[config.mk]
export PLATFORM = sky130hd
export DESIGN_NAME = shift_add_multiplier
export DESIGN_NICKNAME = d
export VERILOG_FILES = /design/src/rtl/mult_pkg.sv /design/src/rtl/sat_negate.sv /design/src/rtl/shift_add_multiplier.sv
export SDC_FILE = /design/constraint.sdc
export NUM_CORES = 1
export LEC_CHECK = 0
export BUFFER_PORTS_ARGS = -buffer_cell sky130_fd_sc_hd__buf_4
export CAP_MARGIN = 20
export CELL_PAD_IN_SITES_DETAIL_PLACEMENT = 0
export CELL_PAD_IN_SITES_GLOBAL_PLACEMENT = 1
export CORE_MARGIN = 2
export CORE_UTILIZATION = 41
export CTS_CLUSTER_DIAMETER = 80
export DETAILED_ROUTE_END_ITERATION = 10
export HOLD_SLACK_MARGIN = 0.03
export PLACE_DENSITY_LB_ADDON = 0.1
export SKIP_LAST_GASP = 1
export SLEW_MARGIN = 0
export SYNTH_ARGS = -nofsm -noshare
export SYNTH_HDL_FRONTEND = slang
export SYNTH_HIERARCHICAL = 1
export SYNTH_SLANG_ARGS = --single-unit
[constraint.sdc]
create_clock -name i_clk -period 4.1 [get_ports i_clk]
set_input_delay 0.82 -clock i_clk [delete_from_list [all_inputs] [get_ports i_clk]]
set_output_delay 0.82 -clock i_clk [all_outputs]
set_load 0.005 [all_outputs]
[src/rtl/mult_pkg.sv]
// Shared types and constants for the shift-add fixed-point multiplier.
// Holds the control FSM state encoding and the saturation limit helpers.
// Limits are computed at a fixed maximum width and sliced down by each user.
package mult_pkg;

    // Control FSM: wait for a start, iterate over the multiplier bits, emit result.
    typedef enum logic [1:0] {
        IDLE = 2'd0,
        RUN  = 2'd1,
        DONE = 2'd2
    } state_t;

    // Widest result magnitude the limit helpers can describe (must be >= 2*WIDTH).
    localparam int unsigned SAT_MAX_W = 256;

    // Largest positive value of a WIDTH-bit two's-complement number: 2^(width-1)-1.
    function automatic logic [SAT_MAX_W-1:0] sat_pos_limit(input int unsigned width);
        return (SAT_MAX_W'(1) << (width - 1)) - SAT_MAX_W'(1);
    endfunction

    // Magnitude of the most negative WIDTH-bit two's-complement number: 2^(width-1).
    function automatic logic [SAT_MAX_W-1:0] sat_neg_limit_mag(input int unsigned width);
        return SAT_MAX_W'(1) << (width - 1);
    endfunction

endpackage

[src/rtl/sat_negate.sv]
// Converts an unsigned product magnitude plus sign into a saturated signed result.
// Purely combinational (zero latency); no handshake, output follows inputs.
// A zero magnitude always yields zero, so a negative sign never produces -0 artefacts.
module sat_negate
    import mult_pkg::*;
#(
    parameter int WIDTH = 48
) (
    input  logic [2*WIDTH-1:0] i_mag,
    input  logic               i_sign,
    output logic [WIDTH-1:0]   o_z,
    output logic               o_ovf
);

    localparam logic [SAT_MAX_W-1:0] POS_LIM_FULL = sat_pos_limit(WIDTH);
    localparam logic [SAT_MAX_W-1:0] NEG_MAG_FULL = sat_neg_limit_mag(WIDTH);

    // Limits at the width of the incoming magnitude so comparisons are exact.
    localparam logic [2*WIDTH-1:0] POS_LIM = POS_LIM_FULL[2*WIDTH-1:0];
    localparam logic [2*WIDTH-1:0] NEG_MAG = NEG_MAG_FULL[2*WIDTH-1:0];

    // Clamp to the representable range for the sign, else pass or negate the magnitude.
    always_comb begin
        o_z   = '0;
        o_ovf = 1'b0;
        if (i_mag == '0) begin
            o_z   = '0;
            o_ovf = 1'b0;
        end else if (!i_sign) begin
            if (i_mag > POS_LIM) begin
                o_z   = POS_LIM[WIDTH-1:0];
                o_ovf = 1'b1;
            end else begin
                o_z   = i_mag[WIDTH-1:0];
            end
        end else begin
            if (i_mag > NEG_MAG) begin
                o_z   = NEG_MAG[WIDTH-1:0];
                o_ovf = 1'b1;
            end else begin
                // Magnitude 2^(WIDTH-1) negates to itself, which is exactly -2^(WIDTH-1).
                o_z   = (~i_mag[WIDTH-1:0]) + WIDTH'(1);
            end
        end
    end

endmodule

[src/rtl/shift_add_multiplier.sv]
// Sequential signed fixed-point multiplier: one shift-add iteration per clock on magnitudes.
// Latency WIDTH+1 clocks from accept to o_valid; one result per WIDTH+2 clocks back-to-back.
// No queuing: i_en is only honoured while o_ready=1, requests during a run are dropped.
module shift_add_multiplier
    import mult_pkg::*;
#(
    parameter int WIDTH = 48,
    parameter int FRAC  = 16
) (
    input  logic             i_clk,
    input  logic             i_rst,
    input  logic             i_en,
    input  logic [WIDTH-1:0] i_x,
    input  logic [WIDTH-1:0] i_y,
    output logic             o_ready,
    output logic [WIDTH-1:0] o_z,
    output logic             o_ovf,
    output logic             o_valid
);

    // Counter must hold the value WIDTH itself.
    localparam int CNT_W = $clog2(WIDTH + 1);

    state_t             state_q,  state_d;
    logic [2*WIDTH-1:0] mcand_q,  mcand_d;
    logic [WIDTH-1:0]   mplier_q, mplier_d;
    logic [2*WIDTH-1:0] acc_q,    acc_d;
    logic [CNT_W-1:0]   cnt_q,    cnt_d;
    logic               sign_q,   sign_d;
    logic [WIDTH-1:0]   z_q,      z_d;
    logic               ovf_q,    ovf_d;
    logic               valid_q,  valid_d;

    logic [WIDTH-1:0]   x_abs;
    logic [WIDTH-1:0]   y_abs;
    logic [2*WIDTH-1:0] sat_mag;
    logic [WIDTH-1:0]   sat_z;
    logic               sat_ovf;

    // Operand magnitudes; -2^(WIDTH-1) maps to 2^(WIDTH-1), which fits unsigned.
    always_comb begin
        x_abs = i_x[WIDTH-1] ? ((~i_x) + WIDTH'(1)) : i_x;
        y_abs = i_y[WIDTH-1] ? ((~i_y) + WIDTH'(1)) : i_y;
    end

    // Drop the fractional bits of the full product (truncates the magnitude toward zero).
    assign sat_mag = acc_q >> FRAC;

    sat_negate #(
        .WIDTH (WIDTH)
    ) u_sat_negate (
        .i_mag  (sat_mag),
        .i_sign (sign_q),
        .o_z    (sat_z),
        .o_ovf  (sat_ovf)
    );

    // Next-state and datapath: load on accept, one shift-add step per RUN cycle, publish in DONE.
    always_comb begin
        state_d  = state_q;
        mcand_d  = mcand_q;
        mplier_d = mplier_q;
        acc_d    = acc_q;
        cnt_d    = cnt_q;
        sign_d   = sign_q;
        z_d      = z_q;
        ovf_d    = ovf_q;
        valid_d  = 1'b0;

        unique case (state_q)
            IDLE: begin
                if (i_en) begin
                    mcand_d  = {{WIDTH{1'b0}}, x_abs};
                    mplier_d = y_abs;
                    sign_d   = i_x[WIDTH-1] ^ i_y[WIDTH-1];
                    acc_d    = '0;
                    cnt_d    = CNT_W'(WIDTH);
                    state_d  = RUN;
                end
            end
            RUN: begin
                if (mplier_q[0]) begin
                    acc_d = acc_q + mcand_q;
                end
                mplier_d = {1'b0, mplier_q[WIDTH-1:1]};
                mcand_d  = {mcand_q[2*WIDTH-2:0], 1'b0};
                cnt_d    = cnt_q - CNT_W'(1);
                // This edge performs the last iteration.
                if (cnt_q == CNT_W'(1)) begin
                    state_d = DONE;
                end
            end
            DONE: begin
                z_d     = sat_z;
                ovf_d   = sat_ovf;
                valid_d = 1'b1;
                state_d = IDLE;
            end
            default: begin
                state_d = IDLE;
            end
        endcase
    end

    // State and datapath registers; synchronous reset wins over any start request.
    always_ff @(posedge i_clk) begin
        if (i_rst) begin
            state_q  <= IDLE;
            mcand_q  <= '0;
            mplier_q <= '0;
            acc_q    <= '0;
            cnt_q    <= '0;
            sign_q   <= 1'b0;
            z_q      <= '0;
            ovf_q    <= 1'b0;
            valid_q  <= 1'b0;
        end else begin
            state_q  <= state_d;
            mcand_q  <= mcand_d;
            mplier_q <= mplier_d;
            acc_q    <= acc_d;
            cnt_q    <= cnt_d;
            sign_q   <= sign_d;
            z_q      <= z_d;
            ovf_q    <= ovf_d;
            valid_q  <= valid_d;
        end
    end

    // Ready only while idle; the DONE->IDLE edge makes it coincide with the o_valid strobe.
    assign o_ready = (state_q == IDLE);
    assign o_z     = z_q;
    assign o_ovf   = ovf_q;
    assign o_valid = valid_q;

endmodule

**Word-level counts from Yosys, hierarchy flattened**

Index checks and enable logic that the tools add are counted.

- Register bits after elaboration: 299
- Logic and storage cells: 56
- Input port bits: 99
- Output and inout bits: 51

- Order comparisons: 2
- Muxes and demuxes: 23
- Reduce and logical (&&, ||, !) cells: 7
- Equality and inequality tests: 6
- Bitwise logic cells: 4
- $add $sub $neg: 5

Operator list:

| operator | count |
|---|---|
| $pmux 96 s2 | 2 |
| $mux 48 | 7 |
| $mux 96 | 3 |
| $add 48x1->48 const B | 3 |
| $not 48->48 | 3 |
| $add 96x96->96 | 1 |
| $logic_not 96->1 | 1 |
| $pmux 48 s2 | 1 |
| $gt 80x47->1 const B | 1 |
| $gt 80x48->1 const B | 1 |
| $pmux 6 s2 | 1 |
| $eq 6x1->1 const B | 1 |
| $mux 6 | 1 |
| $ne 2x2->1 const B | 3 |
| $reduce_and 2->1 | 3 |
| $sub 6x1->6 const B | 1 |
| $mux 1 | 5 |
| $mux 2 | 2 |
| $pmux 2 s2 | 1 |
| $reduce_and 3->1 | 1 |
| $eq 2x1->1 const B | 1 |
| $eq 2x2->1 const B | 1 |
| $logic_not 2->1 | 1 |
| $reduce_bool 2->1 | 1 |
| $xor 1x1->1 | 1 |

**Depth between registers and ports, before layout**

Gate-level depths: netlist of run 1.

- Depth after elaboration: 5
- Gate-level depth with buffers: 13

**Cells and area by module**

Netlist of run 1, hierarchy kept.

By module, submodules not included:

| module | cells an instance | area an instance (sq um) | times used |
|---|---|---|---|
| shift_add_multiplier | 2382 | 18312.6 | 1 |
| sat_negate | 304 | 1949.4 | 1 |

**Worst setup path after synthesis of run 1**

No wires, ideal clock.

- Kind: input -> register
- From: input port i_y[10]
- To: register mplier_q[39]
- Setup slack: 172 ps
- Stages: 12
- Arrival time: 3858 ps
- Setup time: 70 ps
- Required time: 4030 ps
- Path through: or4_4 nor4_4 nand2b_2 or4_4 or3_4 or3_4 or4_4 buf_6 o31ai_4 xnor2_1 nand2_1 a21oi_1

- Cells in the longest elaborated chain, start to end: 5

RTL lines:

| element | line | source |
|---|---|---|
| start, declared | shift_add_multiplier.sv:14 | `input logic [WIDTH-1:0] i_y,` |
| $not 48->48 | shift_add_multiplier.sv:43 | `y_abs = i_y[WIDTH-1] ? ((~i_y) + WIDTH'(1)) : i_y;` |
| $add 48x1->48 | shift_add_multiplier.sv:43 |  |
| $mux 48 | shift_add_multiplier.sv:43 |  |
| $mux 48 | shift_add_multiplier.sv:72 | `if (i_en) begin` |
| $pmux 48 s2 | shift_add_multiplier.sv:70 | `unique case (state_q)` |
| end signal, assigned | shift_add_multiplier.sv:120 | `mplier_q <= mplier_d;` |
| end, declared | shift_add_multiplier.sv:26 | `logic [WIDTH-1:0] mplier_q, mplier_d;` |

No other way between the ends. The select of a mux whose other input is x is not followed.
A chain may end at the register's enable or synchronous reset.

**Worst setup path after layout of run 1**

- From: register mcand_q[8]
- To: register acc_q[85]

- Cells in the longest elaborated chain, start to end: 3

RTL lines:

| element | line | source |
|---|---|---|
| start, declared | shift_add_multiplier.sv:25 | `logic [2*WIDTH-1:0] mcand_q, mcand_d;` |
| start signal, assigned | shift_add_multiplier.sv:119 | `mcand_q <= mcand_d;` |
| $add 96x96->96 | shift_add_multiplier.sv:83 | `acc_d = acc_q + mcand_q;` |
| $mux 96 | shift_add_multiplier.sv:82 | `if (mplier_q[0]) begin` |
| $pmux 96 s2 | shift_add_multiplier.sv:70 |  |
| end signal, assigned | shift_add_multiplier.sv:111 | `acc_q <= '0;` |
| end signal, assigned | shift_add_multiplier.sv:121 | `acc_q <= acc_d;` |
| end, declared | shift_add_multiplier.sv:27 | `logic [2*WIDTH-1:0] acc_q, acc_d;` |

No other way between the ends. The select of a mux whose other input is x is not followed.

==> results.ini, run 1 <==
[sta]
max_freq_ghz = 0.259
fin_crit_ns = 3.86
fin_worst_skew_ns = 0.0204
setup_violations = 0
rsz0062_at_grt = yes
hold_violations = 0
tightest_slew_ns = 0.993
slew_viol_final = 0
min_period_over_period_pct = 94.2
relSlewSlack_pct = 33.7

[yosys]
post_synth_num_cell_types = 84
synth_ff_type = dfxtp_1
synth-seq-area-share_pct = 29.5
ys_top_cells_by_area = dfxtp_1 30%, a21oi_1 8.2%, nand2_1 7.5%
ys_warn_count = 6
netlist_area_mm2 = 0.0203
yosys.area.top_type_share_pct = 29.5
postSynthCellCount = 2686
synth_edf_count = 0
ys_ff_latch = 299
yosys.area.top_type = dfxtp_1
avgSynthCellArea_um2 = 7.54
async_flop_share_pct = 0

[final_layout]
layout_commonest_cell = nand2_1
n_fill_cell = 5042
seqCellArea_mm2 = 0.00599
syn_to_final_growth_pct = 16.0
layout_common_cells = 402 x nand2_1, 332 x a21oi_1, 298 x dfxtp_1
multi_input_area_mm2 = 0.0134
drive_above_1_share_pct = 13.7
final_util_pct = 48.1
nNetsFinal = 2992

[routing]
antenna_left = 0
drc = 0
drt-initial-drc-count = 1443
wire_per_inst_um = 18.1
routed_wl_mm = 63.1
viasPerCell = 5.72
vias = 19900
drt_pass1_iterations = 5

[setup_path]
cpLargestDelayFamily = compound AO/OA/AOI/OAI gates
crit_fanout = 8
max_stage_delay_ns = 0.55
endpoint_kind = flop
slowest_stage = nor4b_1
critPathKind = flop to flop
rr_startpoint = mcand_q[8]$_SDFFE_PP0P_
start_kind = flop
crit_buf_inv = 2
worstPathCellList = ha_1 > and4_1 > and2_1 > a211oi_1 > o41a_1 > nor4b_1 > o21ai_0 > buf_4 > o31a_1 > buf_4 > nor2_1 > a41o_1 > xnor2_1 > o21ai_0
cp.required_ns = 4.53
rr_endpoint = acc_q[85]$_SDFFE_PP0P_
rrSetupSlack_ns = 0.24
reg2reg_depth = 14
cp.arrival_ns = 4.29

[global_routing]
grt_pass1_vias = 18700
grt_max_degree = 101
grt_pass1_wl_mm = 102
antenna_found_initial = 7
grt_util_all_layers_pct = 24.6
grt.overflow.total = 0

[run_status]
outcome = finished, final reports clean

[clocking]
postCtsHoldBufs = 0
clkLatencyLatePin_ns = 0.57
clk_pin_slew_ns = 0.06
clock_sinks = 299
cts_root_buf = clkbuf_16
clockBufferDepth = 3
cts_max_level = 2
cts_buffers = 38
cts_tree = built

[floorplan]
die_h_um = 226
floorplan.die.width_um = 226
core_area_mm2 = 0.0488
start_util_pct = 41.5
fp.dieArea_mm2 = 0.0512
io_pins = 150
num_rows = 81

[hold_path]
hp-start = o_z[42]$_SDFFE_PP0P_
min_to = o_z[42]$_SDFFE_PP0P_
min_path_type = flop to flop
whs_path_depth = 2

[placed_design]
io_buffers = 149
gp_congestion = 0.918
hpwl_mm = 46.6

[flow_run]
maxCapViolations = 0

[pwr]
leakagePower_nw = 9.18
pwr_density_cell_mw_per_mm2 = 326
ir_drop_v = 0.000230
p_total_mw = 7.67

[power by group]
part           switching, mW  internal (mW)  total, mW
clock network           1.34           2.08       3.43
logic                  0.707          0.441       1.15
registers             0.0905           3.01       3.10
[what timing repair did]
item	4_1_cts	5_1_grt
setup buffers	0	0
gates resized for setup	0	3
setup endpoints to repair	0	9
[cell usage after synthesis, drive strengths merged, types with 29 or more instances]
cell and instances:
nand2 404, a21oi 332, dfxtp 299, nor2 196
clkbuf 172, o21ai 153, xnor2 114, a22oi 110
ha 100, nand3 96, xor2 60, nand4 55
nor3 53, a21o 52, inv 50, or3 36
nor4 35, o31ai 33, a221oi 29
[worst min-delay path: stages (launching register included)]
cell and delay, ns:
dfxtp_1 0.30, nand2_1 0.05, a21oi_1 0.05
[per-stage QoR]
stage / setup TNS (ns) / hold WS (ns) / instances / instance area, µm² / setup slack, ns
6_report: 0 / 0.452 / 3485 / 23500 / 0.239
5_1_grt: -0.00597 / 0.472 / 3484 / 23500 / -0.00597
4_1_cts: 0 / 0.455 / 3481 / 23500 / 0.0805
3_5_place_dp: -0.151 / 0.448 / 3416 / 22200 / -0.0406
3_3_place_gp: -0.0173 / 0.444 / 3416 / 22200 / -0.0119
2_1_floorplan: 0 / 0.443 / 2701 / 20300 / 0.172
[cell type report]
type / instances / area share (%)
clock buffers: 56 / 4.94
diodes: 4 / 0.0426
clock inverters: 9 / 0.452
flip-flops and latches: 299 / 25.5
inverters: 51 / 0.814
multi-input cells: 2160 / 56.8
well taps: 664 / 3.53
repair buffers: 242 / 7.91
[sequential cells by signal, indices dropped and copies added (netlist names)]
signal,count
mcand_q,96
sign_q,1
state_q,2
mplier_q,48
cnt_q,6
o_ovf,1
o_z,48
o_valid,1
acc_q,96
[how the worst max path moves through the flow]
stage | cells after the start | to | slack [ns] | start
after floorplan | 12 | mplier_q[39]$_SDFFE_PP0P_ | 0.17 | i_y[10]
after detailed placement | 12 | mplier_q[39]$_SDFFE_PP0P_ | -0.04 | i_y[10]
final | 14 | acc_q[85]$_SDFFE_PP0P_ | 0.24 | mcand_q[8]$_SDFFE_PP0P_
after global placement | 12 | mplier_q[43]$_SDFFE_PP0P_ | -0.01 | i_y[10]
after global routing | 16 | acc_q[90]$_SDFFE_PP0P_ | -0.006 | mcand_q[0]$_SDFFE_PP0P_
after CTS | 15 | acc_q[88]$_SDFFE_PP0P_ | 0.08 | mcand_q[0]$_SDFFE_PP0P_
[per-layer routing]
metal  vias to the layer above  wire (µm)  global-route usage (%)
li1                      10000          -                       -
met1                      9356      30100                    33.7
met2                       463      28200                    39.7
met3                        92       3010                    3.43
met4                         6       1730                    8.43
met5                         -         45                       0
[kinds of logic (layout without fill, tap and decap cells)]
group	count (synthesis)	in the layout	synth area share, %
and+or+nand+nor	968	968	22.3
AOI/OAI and AO/OA	892	892	28.8
DFF	299	299	29.5
buffers and inverters	242	358	5.05
xor gates and xnor gates	174	174	7.52
adders and majority gates	101	101	6.27
muxes	9	9	0.451
other	1	20	0.0185
No activity file was read; power rests on OpenSTA's default activity.
==> inputs of run 2 (changes only) <==
==> constraint.sdc (replaced) <==
create_clock -name i_clk -period 4.1 [get_ports i_clk]
set_input_delay 0 -clock i_clk [delete_from_list [all_inputs] [get_ports i_clk]]
set_output_delay 0 -clock i_clk [all_outputs]
set_load 0.005 [all_outputs]
==> run 2 against run 1 <==
  * Maximum frequency fell by 2.7%
  * Combinational power rose by 12%
  * Sequential share of layout area fell by 1.2 points
  * Critical path type is now primary input to flop
  * Critical endpoint is now mplier_q[37]$_SDFFE_PP0P_
==> results.ini, run 2 (synthesis results as in run 1) <==
[clocking]
clockBufferDepth = 3  ; unchanged
clock_sinks = 299  ; unchanged
cts_root_buf = clkbuf_16  ; unchanged
cts_max_level = 2  ; unchanged
cts_buffers = 38  ; unchanged
cts_tree = built  ; unchanged
clkLatencyLatePin_ns = 0.56  ; was 0.57 ns
clk_pin_slew_ns = 0.05  ; was 0.06 ns

[placed_design]
gp_congestion = 0.898  ; was 0.918
io_buffers = 149  ; unchanged
pre_cts_ws_ns = 0.205  ; was -0.0406 ns
hpwl_mm = 45.2  ; was 46.6 mm

[flow_run]
maxCapViolations = 0  ; unchanged

[sta]
finalSetupTns_ns = 0  ; unchanged
rsz0062_at_grt = no  ; was yes
fin_ws_ns = 0.131  ; was 0.239 ns
fin_crit_ns = 3.97  ; was 3.86 ns
min_period_over_period_pct = 96.8  ; was 94.2%
timing.hold.ws_ns = 0.209  ; was 0.452 ns
slew_viol_final = 0  ; unchanged
max_freq_ghz = 0.252  ; was 0.259 GHz
hold_violations = 0  ; unchanged
setup_violations = 0  ; unchanged
tightest_slew_ns = 1.04  ; was 0.993 ns
relSlewSlack_pct = 30.7  ; was 33.7%
fin_worst_skew_ns = 0.0176  ; was 0.0204 ns

[setup_path]
endpoint_kind = flop  ; unchanged
rr_endpoint = acc_q[90]$_SDFFE_PP0P_  ; was acc_q[85]$_SDFFE_PP0P_
slowest_stage = dlygate4sd3_1  ; was nor4b_1
cp.required_ns = 4.57  ; was 4.53 ns
rrSetupSlack_ns = 0.34  ; was 0.24 ns
cpMostUsedCell = or4_4
critPathKind = primary input to flop  ; was flop to flop
max_stage_delay_ns = 0.58  ; was 0.55 ns
reg2reg_depth = 16  ; was 14
start_kind = primary input  ; was flop
cpLargestDelayFamily = simple AND/OR/NAND/NOR gates  ; was compound AO/OA/AOI/OAI gates
rr_startpoint = mcand_q[0]$_SDFFE_PP0P_  ; was mcand_q[8]$_SDFFE_PP0P_
crit_buf_inv = 3  ; was 2
worstPathCellList = dlygate4sd3_1 > buf_4 > or4_4 > nor4_4 > nand2b_2 > or4_4 > or3_4 > or3_4 > or4_4 > o31ai_4 > xnor2_1 > dlygate4sd3_1 > nand2_1 > a21oi_1  ; was ha_1 > and4_1 > and2_1 > a211oi_1 > o41a_1 > nor4b_1 > o21ai_0 > buf_4 > o31a_1 > buf_4 > nor2_1 > a41o_1 > xnor2_1 > o21ai_0
crit_fanout = 6  ; was 8
cp.arrival_ns = 4.44  ; was 4.29 ns

[pwr]
p_total_mw = 7.93  ; was 7.67 mW
pwr_density_cell_mw_per_mm2 = 321  ; was 326 mW/mm²
ir_drop_v = 0.000236  ; was 0.000230 V
leakagePower_nw = 9.59  ; was 9.18 nW

[global_routing]
grt_max_degree = 159  ; was 101
grt.overflow.total = 0  ; unchanged
antenna_found_initial = 6  ; was 7
grt_util_all_layers_pct = 24.6  ; about the same
grt_pass1_wl_mm = 103  ; was 102 mm
grt_pass1_vias = 19500  ; was 18.7k

[floorplan]
fp.dieArea_mm2 = 0.0512  ; unchanged
floorplan.die.width_um = 226  ; unchanged
die_h_um = 226  ; unchanged
core_area_mm2 = 0.0488  ; unchanged
io_pins = 150  ; unchanged
num_rows = 81  ; unchanged
start_util_pct = 41.5  ; unchanged

[routing]
routed_wl_mm = 63.0  ; was 63.1 mm
viasPerCell = 5.69  ; was 5.72
drc = 0  ; unchanged
antenna_left = 0  ; unchanged
drt-initial-drc-count = 1443  ; unchanged
wire_per_inst_um = 17.6  ; was 18.1 µm
vias = 20400  ; was 19.9k
drt_pass1_iterations = 5  ; unchanged

[final_layout]
layout_common_cells = 402 x nand2_1, 332 x a21oi_1, 298 x dfxtp_1  ; unchanged
reg_top3 = acc_q x96, mcand_q x96  ; unchanged
layout_commonest_cell = nand2_1  ; unchanged
drive_above_1_share_pct = 11.8  ; was 13.7%
final_util_pct = 50.5  ; was 48.1%
syn_to_final_growth_pct = 21.8  ; was 16.0%
nNetsFinal = 3090  ; was 2992

[hold_path]
min_path_type = primary input to flop  ; was flop to flop
whs_path_depth = 4  ; was 2
min_to = mplier_q[8]$_SDFFE_PP0P_  ; was o_z[42]$_SDFFE_PP0P_
hp-start = i_en  ; was o_z[42]$_SDFFE_PP0P_

[run_status]
outcome = finished, final reports clean  ; unchanged

-- run 2: cell count changes in the layout (fill, tap and decap cells not counted), sizes merged --
| cell | before | now |
|---|---|---|
| bufinv | 2 | 6 |
| inv | 52 | 51 |
| buf | 241 | 198 |
| clkinvlp | 0 | 1 |
| dlygate4sd3 | 0 | 141 |
| clkbuf | 57 | 54 |
-- run 2: cell type report --
class / instances / area, µm²
Antenna cell: 4 / 10.0
Clock buffer: 53 / 1100
Clock inverter: 13 / 221
Fill cell: 4870 / 24200
Inverter: 51 / 191
Multi-Input combinational cell: 2160 / 13400
Sequential cell: 299 / 5990
Tap cell: 664 / 831
Timing Repair Buffer: 340 / 2950
-- run 2: worst min-delay path: cells and delay by family --
kind	cells	cell delay [ns]
AO/OA/AOI/OAI	1	0.05
AND/OR/NAND/NOR	2	0.54
buffers and inverters	1	0.11
-- run 2: metrics by stage --
step	instances	instance area, µm²
CTS	3580	24600
floorplan	2701	20300
finish	3584	24700
global route	3583	24700
detailed placement	3373	21900
global placement	3373	21900
-- run 2: metal layers --
layer	global-route usage [%]	vias up	wire length (µm)
li1	-	10200	-
met1	33.0	9612	29600
met2	41.0	463	28900
met3	3.32	91	2880
met4	7.39	4	1550
met5	0	-	27
-- run 2: repair_timing --
action / in CTS / in global routing
hold buffers: 141 / 0
endpoints found under the setup margin: 0 / 4
resized for setup: 0 / 4
hold endpoints to repair: 98 / 0
buffers inserted: 0 / 0
-- run 2: worst max-delay path by stage --
stage | start | endpoint | cells after the start
final | i_y[10] | mplier_q[37]$_SDFFE_PP0P_ | 14
after global routing | i_y[10] | mplier_q[46]$_SDFFE_PP0P_ | 13
after CTS | i_y[10] | mplier_q[43]$_SDFFE_PP0P_ | 14
after detailed placement | mcand_q[0]$_SDFFE_PP0P_ | acc_q[82]$_SDFFE_PP0P_ | 14
after global placement | mcand_q[0]$_SDFFE_PP0P_ | acc_q[82]$_SDFFE_PP0P_ | 14
after floorplan | mcand_q[8]$_SDFFE_PP0P_ | acc_q[93]$_SDFFE_PP0P_ | 13
-- run 2: power breakdown --
| group | switching [mW] | internal, mW |
|---|---|---|
| logic | 0.739 | 0.552 |
| registers | 0.0826 | 3.01 |
| clock network | 1.31 | 2.24 |
| total | 2.14 | 5.80 |
==> inputs of run 3 (changes only) <==
Settings changed: CTS_CLUSTER_DIAMETER 80 to unset, RECOVER_POWER set to 100.
==> run 3 against run 2 <==
  * The run now ends with capacitance limit, slew limit left
  * Register-to-register slack is essentially flat
  * Power shrank 1.3%
  * Critical endpoint unchanged
  * Count of clock-buffer cells in the layout shrank 3
  * First-iteration DRC count shrank 1.2%
==> results.ini, run 3 (synthesis results as in run 1) <==
[run_status]
outcome = finished with violations  ; was finished, final reports clean
violations = capacitance limit, slew limit

[routing]
drc = 0  ; unchanged
drt-initial-drc-count = 1425  ; was 1443
drt_pass1_iterations = 6  ; was 5
antenna_left = 0  ; unchanged
vias = 20400  ; about the same
wire_per_inst_um = 17.7  ; was 17.6 µm
routed_wl_mm = 63.5  ; was 63.0 mm
viasPerCell = 5.69  ; about the same

[setup_path]
endpoint_kind = flop  ; unchanged
cp.arrival_ns = 4.43  ; was 4.44 ns
critPathKind = primary input to flop  ; unchanged
reg2reg_depth = 14  ; was 16
start_kind = primary input  ; unchanged
cp.required_ns = 4.58  ; was 4.57 ns
crit_fanout = 6  ; unchanged

[clocking]
clkLatencyLatePin_ns = 0.56  ; about the same
cts_max_level = 2  ; unchanged
postCtsSetupBuffers = 0  ; unchanged
cts_root_buf = clkbuf_16  ; unchanged
clock_sinks = 299  ; unchanged
clk_pin_slew_ns = 0.05  ; about the same
cts_buffers = 38  ; unchanged
clockBufferDepth = 3  ; unchanged
cts_tree = built  ; unchanged

[pwr]
pwr_density_cell_mw_per_mm2 = 321  ; about the same
ir_drop_v = 0.000218  ; was 0.000236 V
p_total_mw = 7.83  ; was 7.93 mW
leakagePower_nw = 9.46  ; was 9.59 nW

[hold_path]
min_path_type = primary input to flop  ; unchanged
whs_path_depth = 4  ; unchanged

[sta]
fin_crit_ns = 3.96  ; was 3.97 ns
tightest_slew_ns = 2.01  ; was 1.04 ns
max_freq_ghz = 0.253  ; was 0.252 GHz
fin_ws_ns = 0.142  ; was 0.131 ns
min_period_over_period_pct = 96.5  ; was 96.8%
relSlewSlack_pct = -33.9  ; was 30.7%
fin_worst_skew_ns = 0.0141  ; was 0.0176 ns
setup_violations = 0  ; unchanged
rsz0062_at_grt = no  ; unchanged
hold_violations = 0  ; unchanged
slew_viol_final = 271  ; was 0
finalSetupTns_ns = 0  ; unchanged

[floorplan]
io_pins = 150  ; unchanged
core_area_mm2 = 0.0488  ; unchanged
die_h_um = 226  ; unchanged
fp.dieArea_mm2 = 0.0512  ; unchanged
num_rows = 81  ; unchanged
floorplan.die.width_um = 226  ; unchanged
start_util_pct = 41.5  ; unchanged

[final_layout]
final_util_pct = 49.9  ; was 50.5%
syn_to_final_growth_pct = 20.4  ; was 21.8%
layout_common_cells = 403 x nand2_1, 332 x a21oi_1, 298 x dfxtp_1  ; was 402 x nand2_1, 332 x a21oi_1, 298 x dfxtp_1
drive_above_1_share_pct = 10.5  ; was 11.8%
nNetsFinal = 3091  ; was 3090
layout_commonest_cell = nand2_1  ; unchanged
reg_top3 = acc_q x96, mcand_q x96  ; unchanged

[placed_design]
pre_cts_ws_ns = 0.205  ; unchanged
hpwl_mm = 45.2  ; unchanged
io_buffers = 149  ; unchanged
gp_congestion = 0.898  ; unchanged

[global_routing]
busiest_layer = met2  ; unchanged
grt.overflow.total = 0  ; unchanged
grt_pass1_wl_mm = 104  ; was 103 mm
grt_max_degree = 159  ; unchanged
met1_usage_pct = 33.1  ; was 33.0%
grt_use_met3_pct = 3.27  ; was 3.32%
grt_pass1_vias = 19600  ; was 19.5k
antenna_found_initial = 6  ; unchanged
grt_util_all_layers_pct = 24.7  ; was 24.6%
grt_use_met2_pct = 41.2  ; was 41.0%

[flow_run]
maxCapViolations = 4  ; was 0

## run 3: layout make-up
type	instances	area [µm²]
Clock inverter	17	219
Sequential cell	299	5990
Tap cell	664	831
Clock buffer	50	1070
Antenna cell	4	10.0
Inverter	51	191
Timing Repair Buffer	341	2890
Multi-Input combinational cell	2160	13200
Fill cell	4915	24500
## run 3: worst paths after layout
check / from / to / slack [ns]
worst max-delay path: i_y[10] / mplier_q[37]$_SDFFE_PP0P_ / 0.14
worst min-delay path: i_en / mplier_q[8]$_SDFFE_PP0P_ / 0.20
worst max register to register: mcand_q[0]$_SDFFE_PP0P_ / acc_q[82]$_SDFFE_PP0P_ / 0.34
worst min register to register: o_z[23]$_SDFFE_PP0P_ / o_z[23]$_SDFFE_PP0P_ / 0.45
## run 3: where the power goes
group / switching, mW / internal (mW)
combinational: 0.726 / 0.527
clock: 1.34 / 2.14
sequential: 0.0828 / 3.01
## run 3: metal layers
layer,vias to the layer above,wire (µm)
met5,-,27
met4,4,1630
met3,100,2750
met2,457,28900
met1,9620,30200
li1,10200,-
## run 3: repair_timing
action                     4_1_cts  5_1_grt
hold buffers                   142        0
setup endpoints to repair        0        4
hold endpoints to repair        98        0
resized for setup                0        4
## run 3: worst max-delay path: stages
cell and delay [ns]:
dlygate4sd3_1 0.54, clkbuf_2 0.14, or4_4 0.58, nor4_4 0.19, nand2b_2 0.11, or4_4 0.50, or3_4 0.35, or3_4 0.36
or4_4 0.54, o31ai_4 0.21, xnor2_1 0.15, dlygate4sd3_1 0.58, nand2_1 0.06, a21oi_1 0.13
## run 3: through the flow
stage          instance area [µm²]  std cells  hold WS (ns)
2_1_floorplan                20300       2701         0.136
3_3_place_gp                 21900       3373         0.305
3_5_place_dp                 21900       3373         0.310
4_1_cts                      24600       3582         0.193
5_1_grt                      24400       3585         0.241
6_report                     24400       3586         0.195
